==> config.mk <==
export PLATFORM = sky130hd
export DESIGN_NAME = md_unit
export DESIGN_NICKNAME = d
export VERILOG_FILES = /design/src/rtl/md_unit.sv
export SDC_FILE = /design/constraint.sdc
export NUM_CORES = 1
export LEC_CHECK = 0
export ABC_AREA = 1
export BUFFER_PORTS_ARGS = -buffer_cell sky130_fd_sc_hd__buf_2
export CAP_MARGIN = 30
export CORE_MARGIN = 1.5
export CORE_UTILIZATION = 50
export CTS_CLUSTER_DIAMETER = 40
export DETAILED_ROUTE_END_ITERATION = 16
export HOLD_SLACK_MARGIN = 0.08
export PLACE_DENSITY = 0.67
export SLEW_MARGIN = 20
export SYNTH_ARGS = -nofsm -noshare
export SYNTH_HDL_FRONTEND = slang
export SYNTH_SLANG_ARGS = --single-unit
==> constraint.sdc <==
create_clock -name Clk -period 4.46 [get_ports Clk]
set_clock_uncertainty 0.05 [all_clocks]
set_input_delay 0.446 -clock Clk [delete_from_list [all_inputs] [get_ports Clk]]
set_output_delay 0.446 -clock Clk [all_outputs]
set_load 0.05 [all_outputs]
==> src/rtl/md_unit.sv <==
// Iterative multiply/divide unit owning the HI/LO pair: radix-2 shift-add multiply,
// restoring divide, WIDTH+1 cycles per long op with a final sign-fix/writeback cycle.
module md_unit #(
  parameter int WIDTH = 32,
  parameter int CNT_W = 6
) (
  input  logic             Clk,
  input  logic             Rst_n,
  input  logic             Start,
  input  logic [2:0]       Md_op,
  input  logic [WIDTH-1:0] A_in,
  input  logic [WIDTH-1:0] B_in,
  input  logic             Flush,
  output logic             Busy,
  output logic             Done,
  output logic [WIDTH-1:0] Hi_out,
  output logic [WIDTH-1:0] Lo_out
);

  typedef enum logic [1:0] {
    S_IDLE = 2'd0,
    S_RUN  = 2'd1,
    S_FIX  = 2'd2
  } state_t;

  localparam logic [2:0] OP_MULT = 3'b000;
  localparam logic [2:0] OP_DIV  = 3'b010;
  localparam logic [2:0] OP_MTHI = 3'b100;
  localparam logic [2:0] OP_MADD = 3'b110;

  state_t             r_state;
  logic [CNT_W-1:0]   r_cnt;
  logic               r_busy;
  logic               r_done;
  logic [WIDTH-1:0]   r_hi;
  logic [WIDTH-1:0]   r_lo;
  // r_opa: multiplicand or divisor magnitude; r_part/r_quo: running high/low halves
  logic [WIDTH-1:0]   r_opa;
  logic [WIDTH-1:0]   r_part;
  logic [WIDTH-1:0]   r_quo;
  logic [WIDTH-1:0]   r_a_lat;
  logic               r_neg_a;
  logic               r_neg_b;
  logic               r_is_div;
  logic               r_is_acc;
  logic               r_b_zero;

  logic               w_signed;
  logic               w_is_div;
  logic               w_is_acc;
  logic               w_is_move;
  logic               w_a_neg;
  logic               w_b_neg;
  logic [WIDTH-1:0]   w_a_mag;
  logic [WIDTH-1:0]   w_b_mag;
  logic [WIDTH:0]     w_mul_sum;
  logic [WIDTH:0]     w_div_shift;
  logic [WIDTH:0]     w_div_diff;
  logic [2*WIDTH-1:0] w_prod;
  logic [2*WIDTH-1:0] w_prod_sgn;
  logic [2*WIDTH-1:0] w_mul_res;
  logic [WIDTH-1:0]   w_quo_fix;
  logic [WIDTH-1:0]   w_rem_fix;

  assign w_signed  = (Md_op == OP_MULT) || (Md_op == OP_DIV) || (Md_op == OP_MADD);
  assign w_is_div  = (Md_op[2:1] == 2'b01);
  assign w_is_acc  = (Md_op[2:1] == 2'b11);
  assign w_is_move = (Md_op[2:1] == 2'b10);
  assign w_a_neg   = w_signed & A_in[WIDTH-1];
  assign w_b_neg   = w_signed & B_in[WIDTH-1];
  assign w_a_mag   = w_a_neg ? (-A_in) : A_in;
  assign w_b_mag   = w_b_neg ? (-B_in) : B_in;

  assign w_mul_sum   = {1'b0, r_part} + (r_quo[0] ? {1'b0, r_opa} : {(WIDTH+1){1'b0}});
  assign w_div_shift = {r_part, r_quo[WIDTH-1]};
  assign w_div_diff  = w_div_shift - {1'b0, r_opa};

  assign w_prod     = {r_part, r_quo};
  assign w_prod_sgn = (r_neg_a ^ r_neg_b) ? (-w_prod) : w_prod;
  assign w_mul_res  = r_is_acc ? (w_prod_sgn + {r_hi, r_lo}) : w_prod_sgn;
  assign w_quo_fix  = (r_neg_a ^ r_neg_b) ? (-r_quo) : r_quo;
  assign w_rem_fix  = r_neg_a ? (-r_part) : r_part;

  assign Busy   = r_busy;
  assign Done   = r_done;
  assign Hi_out = r_hi;
  assign Lo_out = r_lo;

  // Control FSM, iteration datapath and HI/LO writeback; reset > flush > start
  always_ff @(posedge Clk) begin
    if (!Rst_n) begin
      r_state  <= S_IDLE;
      r_cnt    <= {CNT_W{1'b0}};
      r_busy   <= 1'b0;
      r_done   <= 1'b0;
      r_hi     <= {WIDTH{1'b0}};
      r_lo     <= {WIDTH{1'b0}};
      r_opa    <= {WIDTH{1'b0}};
      r_part   <= {WIDTH{1'b0}};
      r_quo    <= {WIDTH{1'b0}};
      r_a_lat  <= {WIDTH{1'b0}};
      r_neg_a  <= 1'b0;
      r_neg_b  <= 1'b0;
      r_is_div <= 1'b0;
      r_is_acc <= 1'b0;
      r_b_zero <= 1'b0;
    end else begin
      r_done <= 1'b0;
      if (Flush) begin
        r_state <= S_IDLE;
        r_busy  <= 1'b0;
      end else begin
        case (r_state)
          S_IDLE: begin
            if (Start && w_is_move) begin
              if (Md_op == OP_MTHI) r_hi <= A_in;
              else                  r_lo <= A_in;
            end else if (Start) begin
              r_state  <= S_RUN;
              r_busy   <= 1'b1;
              r_cnt    <= {CNT_W{1'b0}};
              r_opa    <= w_is_div ? w_b_mag : w_a_mag;
              r_quo    <= w_is_div ? w_a_mag : w_b_mag;
              r_part   <= {WIDTH{1'b0}};
              r_a_lat  <= A_in;
              r_neg_a  <= w_a_neg;
              r_neg_b  <= w_b_neg;
              r_is_div <= w_is_div;
              r_is_acc <= w_is_acc;
              r_b_zero <= (B_in == {WIDTH{1'b0}});
            end
          end
          S_RUN: begin
            if (r_is_div) begin
              if (!w_div_diff[WIDTH]) begin
                r_part <= w_div_diff[WIDTH-1:0];
                r_quo  <= {r_quo[WIDTH-2:0], 1'b1};
              end else begin
                r_part <= w_div_shift[WIDTH-1:0];
                r_quo  <= {r_quo[WIDTH-2:0], 1'b0};
              end
            end else begin
              {r_part, r_quo} <= {w_mul_sum, r_quo[WIDTH-1:1]};
            end
            r_cnt <= r_cnt + CNT_W'(1);
            if (r_cnt == CNT_W'(WIDTH - 1)) r_state <= S_FIX;
          end
          S_FIX: begin
            if (r_is_div && r_b_zero) begin
              r_hi <= r_a_lat;
              r_lo <= {WIDTH{1'b1}};
            end else if (r_is_div) begin
              r_hi <= w_rem_fix;
              r_lo <= w_quo_fix;
            end else begin
              {r_hi, r_lo} <= w_mul_res;
            end
            r_done  <= 1'b1;
            r_busy  <= 1'b0;
            r_state <= S_IDLE;
          end
          default: begin
            r_state <= S_IDLE;
            r_busy  <= 1'b0;
          end
        endcase
      end
    end
  end

endmodule

==> out/results.tsv, run 1 <==
stage	metric	value	unit
hold_path	hold_class	in2reg	
route	wl_per_cell	22.1	um
setup_path	end_kind	flip-flop	
sta	fmax	235	MHz
sta	tightest_slew	0.941	ns
placed_design	dpl.cell_count	5300	
die	pin_count	137	
synthesis	synth.yosys.seq_area_share	0.165	
route	wl	119000	um
synthesis	synth_cells	4581	
clocking	clk_latency	0.60	ns
setup_path	critPathKind	reg2reg	
placed_design	io_buffers	136	
route	drtPass1Iterations	6	
setup_path	crit_fanout	6	
sta	period_share	0.956	
synthesis	synth_top_area_share	0.197	
die	initial_utilization	0.509	
sta	hold_violations	0	
die	chipWidth	227	um
clocking	cts.clk_slew.worst_paths	0.05	ns
clocking	clock-sinks	207	
setup_path	cp.required	4.88	ns
global_routing	grtUsageTotal	0.453	
route	vias_per_cell	5.83	
global_routing	grt_max_degree	84	
setup_path	startpoint_type	flip-flop	
setup_path	timing.rr.start	r_quo[1]	
cells_and_area	final_nets	4906	
synthesis	postSynthNetCount	4801	
clocking	numCtsBuffers	48	
sta	setup_viol	0	
synthesis	synth-seq-cells	207	
synthesis	synth_edf_count	0	
clocking	htreeDepth	2	
placed_design	routabilityCongestion	1.10	
global_routing	grt_remaining_overflow	0	
route	drtAntennaViolNets	0	
synthesis	ys_async_sr_fraction	0	
flow_run	cap_violations	0	
setup_path	reg2reg_to	Hi_out[19]	
synthesis	yosys.cell_types.count	53	
sta	slew_headroom	0.373	
hold_path	hold_start	A_in[1]	
clocking	cts_tree	yes	
hold_path	hold-path-cell-count	3	
synthesis	synth_top_area_cell	nand2_1	
die	dieArea	51500	um^2
power_and_ir_drop	power_leakage	14.8	nW
clocking	root_buffer	clkbuf_16	
hold_path	hold_path_end	r_a_lat[1]	
outcome	status	finished, final reports clean	
die	coreArea	49300	um^2
route	vias	31500	
sta	drv_slew	0	
sta	whs	0.126	ns
synthesis	ys.flop_type	dfxtp_1	
cells_and_area	final_cells	5392	
synthesis	yosysWarnings	0	
die	die_y	227	um
route	drc	0	
setup_path	crit_arrival	4.68	ns
sta	fin_crit	4.26	ns
clocking	clockBufferDepth	3	
power_and_ir_drop	power.density	294	nW/um^2
global_routing	grt_antenna_before_repair	1	
setup_path	r2r_slack	0.20	ns
synthesis	syn_area	25100	um^2
synthesis	synthTopCellsByArea	nand2_1, dfxtp_1, nor2_1, inv_1, a21oi_1	
placed_design	dp_hpwl	95400	um
route	first_iter_violations	4090	
synthesis	synth.avg_cell_area	5.47	um^2
die	rows	81	
setup_path	r2r_cells	27	
power_and_ir_drop	ir_drop	237	uV
cells_and_area	area_growth	12.8	%
sta	rsz0062_at_grt	yes	
global_routing	first_global_vias	28400	
cells_and_area	layout-drive-gt1-share	0.0802	
global_routing	grt_pass1_wl	173000	um
layer usage:
layer  share of wire  GRT usage
met2            0.42      0.684
met3            0.11     0.0927
met5               0          0
met1            0.39      0.564
met4           0.089      0.351
stage by stage:
step | utilization | total power, mW | worst slack [ns] | area, um^2 | setup TNS, ns
after CTS | 0.573 | 8.19 | 0.256 | 28200 | 0
after global routing | 0.574 | 8.57 | -0.0423 | 28300 | -0.108
final | 0.574 | 8.30 | 0.197 | 28300 | 0
after detailed placement | 0.538 | 4.44 | 0.269 | 26500 | 0
after global placement | 0.538 | 4.44 | 0.309 | 26500 | 0
after floorplan | - | 3.62 | 1.08 | 25100 | 0
flip-flops by register name, indices dropped and copies added (netlist names):
name	count
r_a_lat	32
r_is_acc	1
r_neg_b	1
r_quo	32
r_cnt	6
r_b_zero	1
Done	1
Hi_out	32
r_opa	32
Lo_out	32
r_part	32
r_is_div	1
r_neg_a	1
Busy	1
r_state	2
timing repair:
item / in CTS / in global routing
endpoints found under the setup margin: 0 / 8
hold buffers: 0 / 0
buffers inserted: 0 / 0
gates resized for setup: 0 / 15
cells by family (layout without fill, tap and decap cells):
family | after synthesis | count (layout) | share of synthesized area
xor+xnor | 140 | 140 | 0.0489
fa+ha+maj | 149 | 149 | 0.0752
buf+inv | 768 | 913 | 0.119
compound gates | 946 | 946 | 0.204
flops | 207 | 207 | 0.165
other cells | 0 | 2 | 0
simple gates | 2371 | 2371 | 0.388
placed cells by master (no fill, tap or decap), types with 112 or more instances in the layout:
| cell | count |
|---|---|
| xor2_1 | 112 |
| nand3_1 | 274 |
| a21oi_1 | 402 |
| nor2_1 | 602 |
| dfxtp_1 | 204 |
| nand2_1 | 1312 |
| ha_1 | 145 |
| buf_2 | 135 |
| inv_1 | 597 |
| o21ai_0 | 375 |
critical path, stage by stage, from the launching register on:
cell	delay [ns]
dfxtp_1	0.29
inv_1	0.14
ha_1	0.22
nand3_2	0.14
nor2_1	0.12
buf_4	0.16
nand2_1	0.07
nor3_1	0.40
nand3_1	0.13
nand2_1	0.10
nand2_1	0.05
nand2_1	0.11
inv_1	0.05
ha_1	0.40
nand2_1	0.13
nand2_1	0.06
nand2_1	0.05
nand2_1	0.07
o21bai_1	0.22
o21bai_1	0.20
a21oi_1	0.33
nand2_1	0.09
nand2_1	0.07
nand3_1	0.19
nand2_1	0.12
nand2_1	0.05
nand2_1	0.05
a21oi_1	0.06
synthesized netlist by cell type (2+ instances only):
library cell	instances
nand2_1	1314
nor2_1	612
inv_1	600
a21oi_1	404
o21ai_0	375
nand3_1	276
dfxtp_1	207
ha_1	146
xor2_1	113
clkbuf_1	108
nand4_1	40
nor3_1	38
o21bai_1	33
nand3b_1	30
o211ai_1	29
xnor2_1	27
a31oi_1	22
buf_2	22
a21o_1	15
o21a_1	12
o21ai_1	12
or2_2	12
nor4_1	11
buf_1	10
inv_2	10
a22oi_1	9
o221ai_1	9
nand2_2	8
a21boi_0	7
nor2_2	7
buf_6	6
clkinv_1	6
nor2_4	6
nor3_2	5
and2_1	4
buf_4	4
o21ai_2	4
or2_1	4
a21oi_2	3
a221oi_1	3
fa_1	3
o31ai_1	3
o41ai_1	2
cell type report:
cell class | count | area, um^2
clock inverters | 35 | 434
well taps | 664 | 831
clock buffers | 55 | 1290
fillers | 5356 | 21000
repair buffers | 206 | 1220
diodes | 2 | 5.00
inverters | 617 | 2320
multi-input cells | 3606 | 18000
flip-flops and latches | 207 | 4150
worst max path at each step:
stage,start,to,slack [ns],cells after the start
global placement,r_part[1],Hi_out[25],0.31,23
floorplan,r_quo[0],Hi_out[0],1.08,26
detailed placement,r_part[1],Hi_out[25],0.27,23
global route,r_part[1],Hi_out[23],-0.04,26
finish,r_quo[1],Hi_out[19],0.20,27
CTS,r_part[1],Hi_out[25],0.26,23
where the power goes:
| group | switching [mW] | internal [mW] |
|---|---|---|
| Sequential | 0.102 | 1.94 |
| Combinational | 1.78 | 0.710 |
| Clock | 1.36 | 2.41 |
| Total | 3.25 | 5.06 |
(Power assumes the default switching activity.)
==> run 2, diff against run 1 <==
==> constraint.sdc (replaced) <==
create_clock -name Clk -period 4.35 [get_ports Clk]
set_clock_uncertainty 0.05 [all_clocks]
set_input_delay 0.435 -clock Clk [delete_from_list [all_inputs] [get_ports Clk]]
set_output_delay 0.435 -clock Clk [all_outputs]
set_load 0.05 [all_outputs]
==> run 2 against run 1 <==
Net effect:
- critical path depth unchanged
- count of clock-buffer cells in the layout decreased by 5
- via count increased by 1.1%
- final cell count increased by 0.17%
- worst setup slack improved by 0.050 ns
- clock power decreased by 3%
- global-route usage increased by 0.37 points
- first-iteration DRC count decreased by 0.51%
- wire length increased by 0.51%
- critical path type unchanged
- critical endpoint is now Hi_out[11]
==> out/results.tsv, run 2 (synthesized netlist as in run 1, its figures left out) <==
stage	metric	value	unit
placed_design	routabilityCongestion	1.12	
placed_design	io_buffers	136	
cells_and_area	most-common-layout-cells	nand2_1, inv_1, nor2_1, a21oi_1, o21ai_0	
route	drc	0	
global_routing	grtUsageTotal	0.456	
sta	tns	0	ns
setup_path	cp.required	4.76	ns
sta	drv_slew	0	
cells_and_area	fin_util	0.575	
clocking	cts_tree	yes	
flow_run	cap_violations	0	
setup_path	r2r_slack	0.25	ns
route	wl_per_cell	22.2	um
power_and_ir_drop	power_leakage	14.8	nW
die	dieArea	51500	um^2
route	first_iter_violations	4069	
sta	period_share	0.943	
sta	setup_viol	0	
placed_design	dpl-instance-area	26600	um^2
placed_design	dpl.cell_count	5316	
global_routing	grt_remaining_overflow	0	
outcome	status	finished, final reports clean	
clocking	root_buffer	clkbuf_16	
cells_and_area	mostFrequentLayoutCell	nand2_1	
global_routing	grt_pass1_wl	175000	um
sta	slew_headroom	0.383	
die	initial_utilization	0.509	
setup_path	startpoint_type	flip-flop	
die	chipWidth	227	um
route	drtPass1Iterations	6	
clocking	cts.clk_slew.worst_paths	0.06	ns
hold_path	hold_class	in2reg	
cells_and_area	final_area	28300	um^2
cells_and_area	final_cells	5401	
die	coreArea	49300	um^2
setup_path	critPathKind	reg2reg	
global_routing	grt_antenna_before_repair	1	
route	wl	120000	um
global_routing	first_global_vias	28800	
route	vias_per_cell	5.89	
global_routing	grt_max_degree	97	
setup_path	crit_arrival	4.52	ns
route	drtAntennaViolNets	0	
cells_and_area	layout-drive-gt1-share	0.0830	
clocking	numCtsBuffers	45	
sta	fin_crit	4.10	ns
cells_and_area	final_nets	4919	
clocking	clk_latency	0.61	ns
sta	tightest_slew	0.926	ns
die	rows	81	
clocking	clockBufferDepth	3	
sta	fmax	244	MHz
clocking	clock-sinks	207	
sta	rsz0062_at_grt	yes	
cells_and_area	area_growth	12.9	%
setup_path	end_kind	flip-flop	
clocking	post-cts-setup-buffers	0	
setup_path	crit_fanout	6	
power_and_ir_drop	power.density	294	nW/um^2
die	die_y	227	um
route	vias	31800	
sta	hold_violations	0	
power_and_ir_drop	ir_drop	315	uV
clocking	htreeDepth	2	
die	pin_count	137	
placed_design	dp_hpwl	96100	um
-- run 2: cell count changes in the layout (fill, tap and decap cells not counted), sizes merged --
cell / change
clkinv: -2
buf: +16
clkbuf: -5
-- run 2: worst paths after layout --
kind	from	end	cells after the start
setup / recovery	r_quo[1]	Hi_out[11]	27
hold / removal	B_in[0]	r_opa[0]	3
setup reg to reg	r_quo[1]	Hi_out[11]	27
hold reg to reg	r_cnt[4]	r_cnt[4]	2
-- run 2: report_power, final --
part | switching (mW) | internal, mW | total [mW]
Clock | 1.36 | 2.29 | 3.65
Sequential | 0.106 | 1.99 | 2.09
Combinational | 1.84 | 0.736 | 2.58
-- run 2: metal layers --
metal	global-route usage	up-vias	wire (um)	part of all wire
li1	-	15000	-	-
met1	0.564	14300	45700	0.38
met2	0.684	2083	49300	0.41
met3	0.101	449	13400	0.11
met4	0.364	0	11400	0.095
met5	0	-	0	0
-- run 2: through the flow --
step | setup WS [ns] | hold WS (ns) | total power, mW
2_1_floorplan | 0.974 | 0.378 | 3.71
3_3_place_gp | 0.157 | 0.388 | 4.56
3_5_place_dp | 0.135 | 0.402 | 4.56
4_1_cts | 0.158 | 0.0914 | 8.18
5_1_grt | -0.0220 | 0.106 | 8.59
6_report | 0.246 | 0.104 | 8.32
-- run 2: critical path: stages, from the launching register on --
cell and delay (ns):
dfxtp_1 0.29, inv_1 0.15, ha_1 0.21, nand3_2 0.14, nor2_4 0.14, nand2_2 0.10, inv_2 0.08, nand2_1 0.07
nand2_2 0.13, xor2_1 0.39, ha_1 0.36, nand2_1 0.15, inv_1 0.05, nand2_1 0.06, nand2_1 0.14, a21oi_1 0.20
buf_4 0.18, nor2_1 0.05, nor2_1 0.08, nand2_1 0.12, nand2_1 0.13, nand2_1 0.06, nand2_1 0.06, nand3_1 0.13
nand3_1 0.11, nand2_1 0.10, nand2_1 0.13, a21oi_1 0.08
-- run 2: repair_timing --
item / 4_1_cts / 5_1_grt
setup endpoints to repair: 0 / 16
resized for setup: 0 / 25
hold buffers: 0 / 0
-- run 2: area by class of cell --
type	count	area, um^2
clock buffer	50	1160
sequential	207	4150
fill	5300	20900
antenna	2	5.00
tap	664	831
inverter	617	2320
multi-input combinational	3606	18100
clock inverter	33	429
timing repair buffer	222	1340
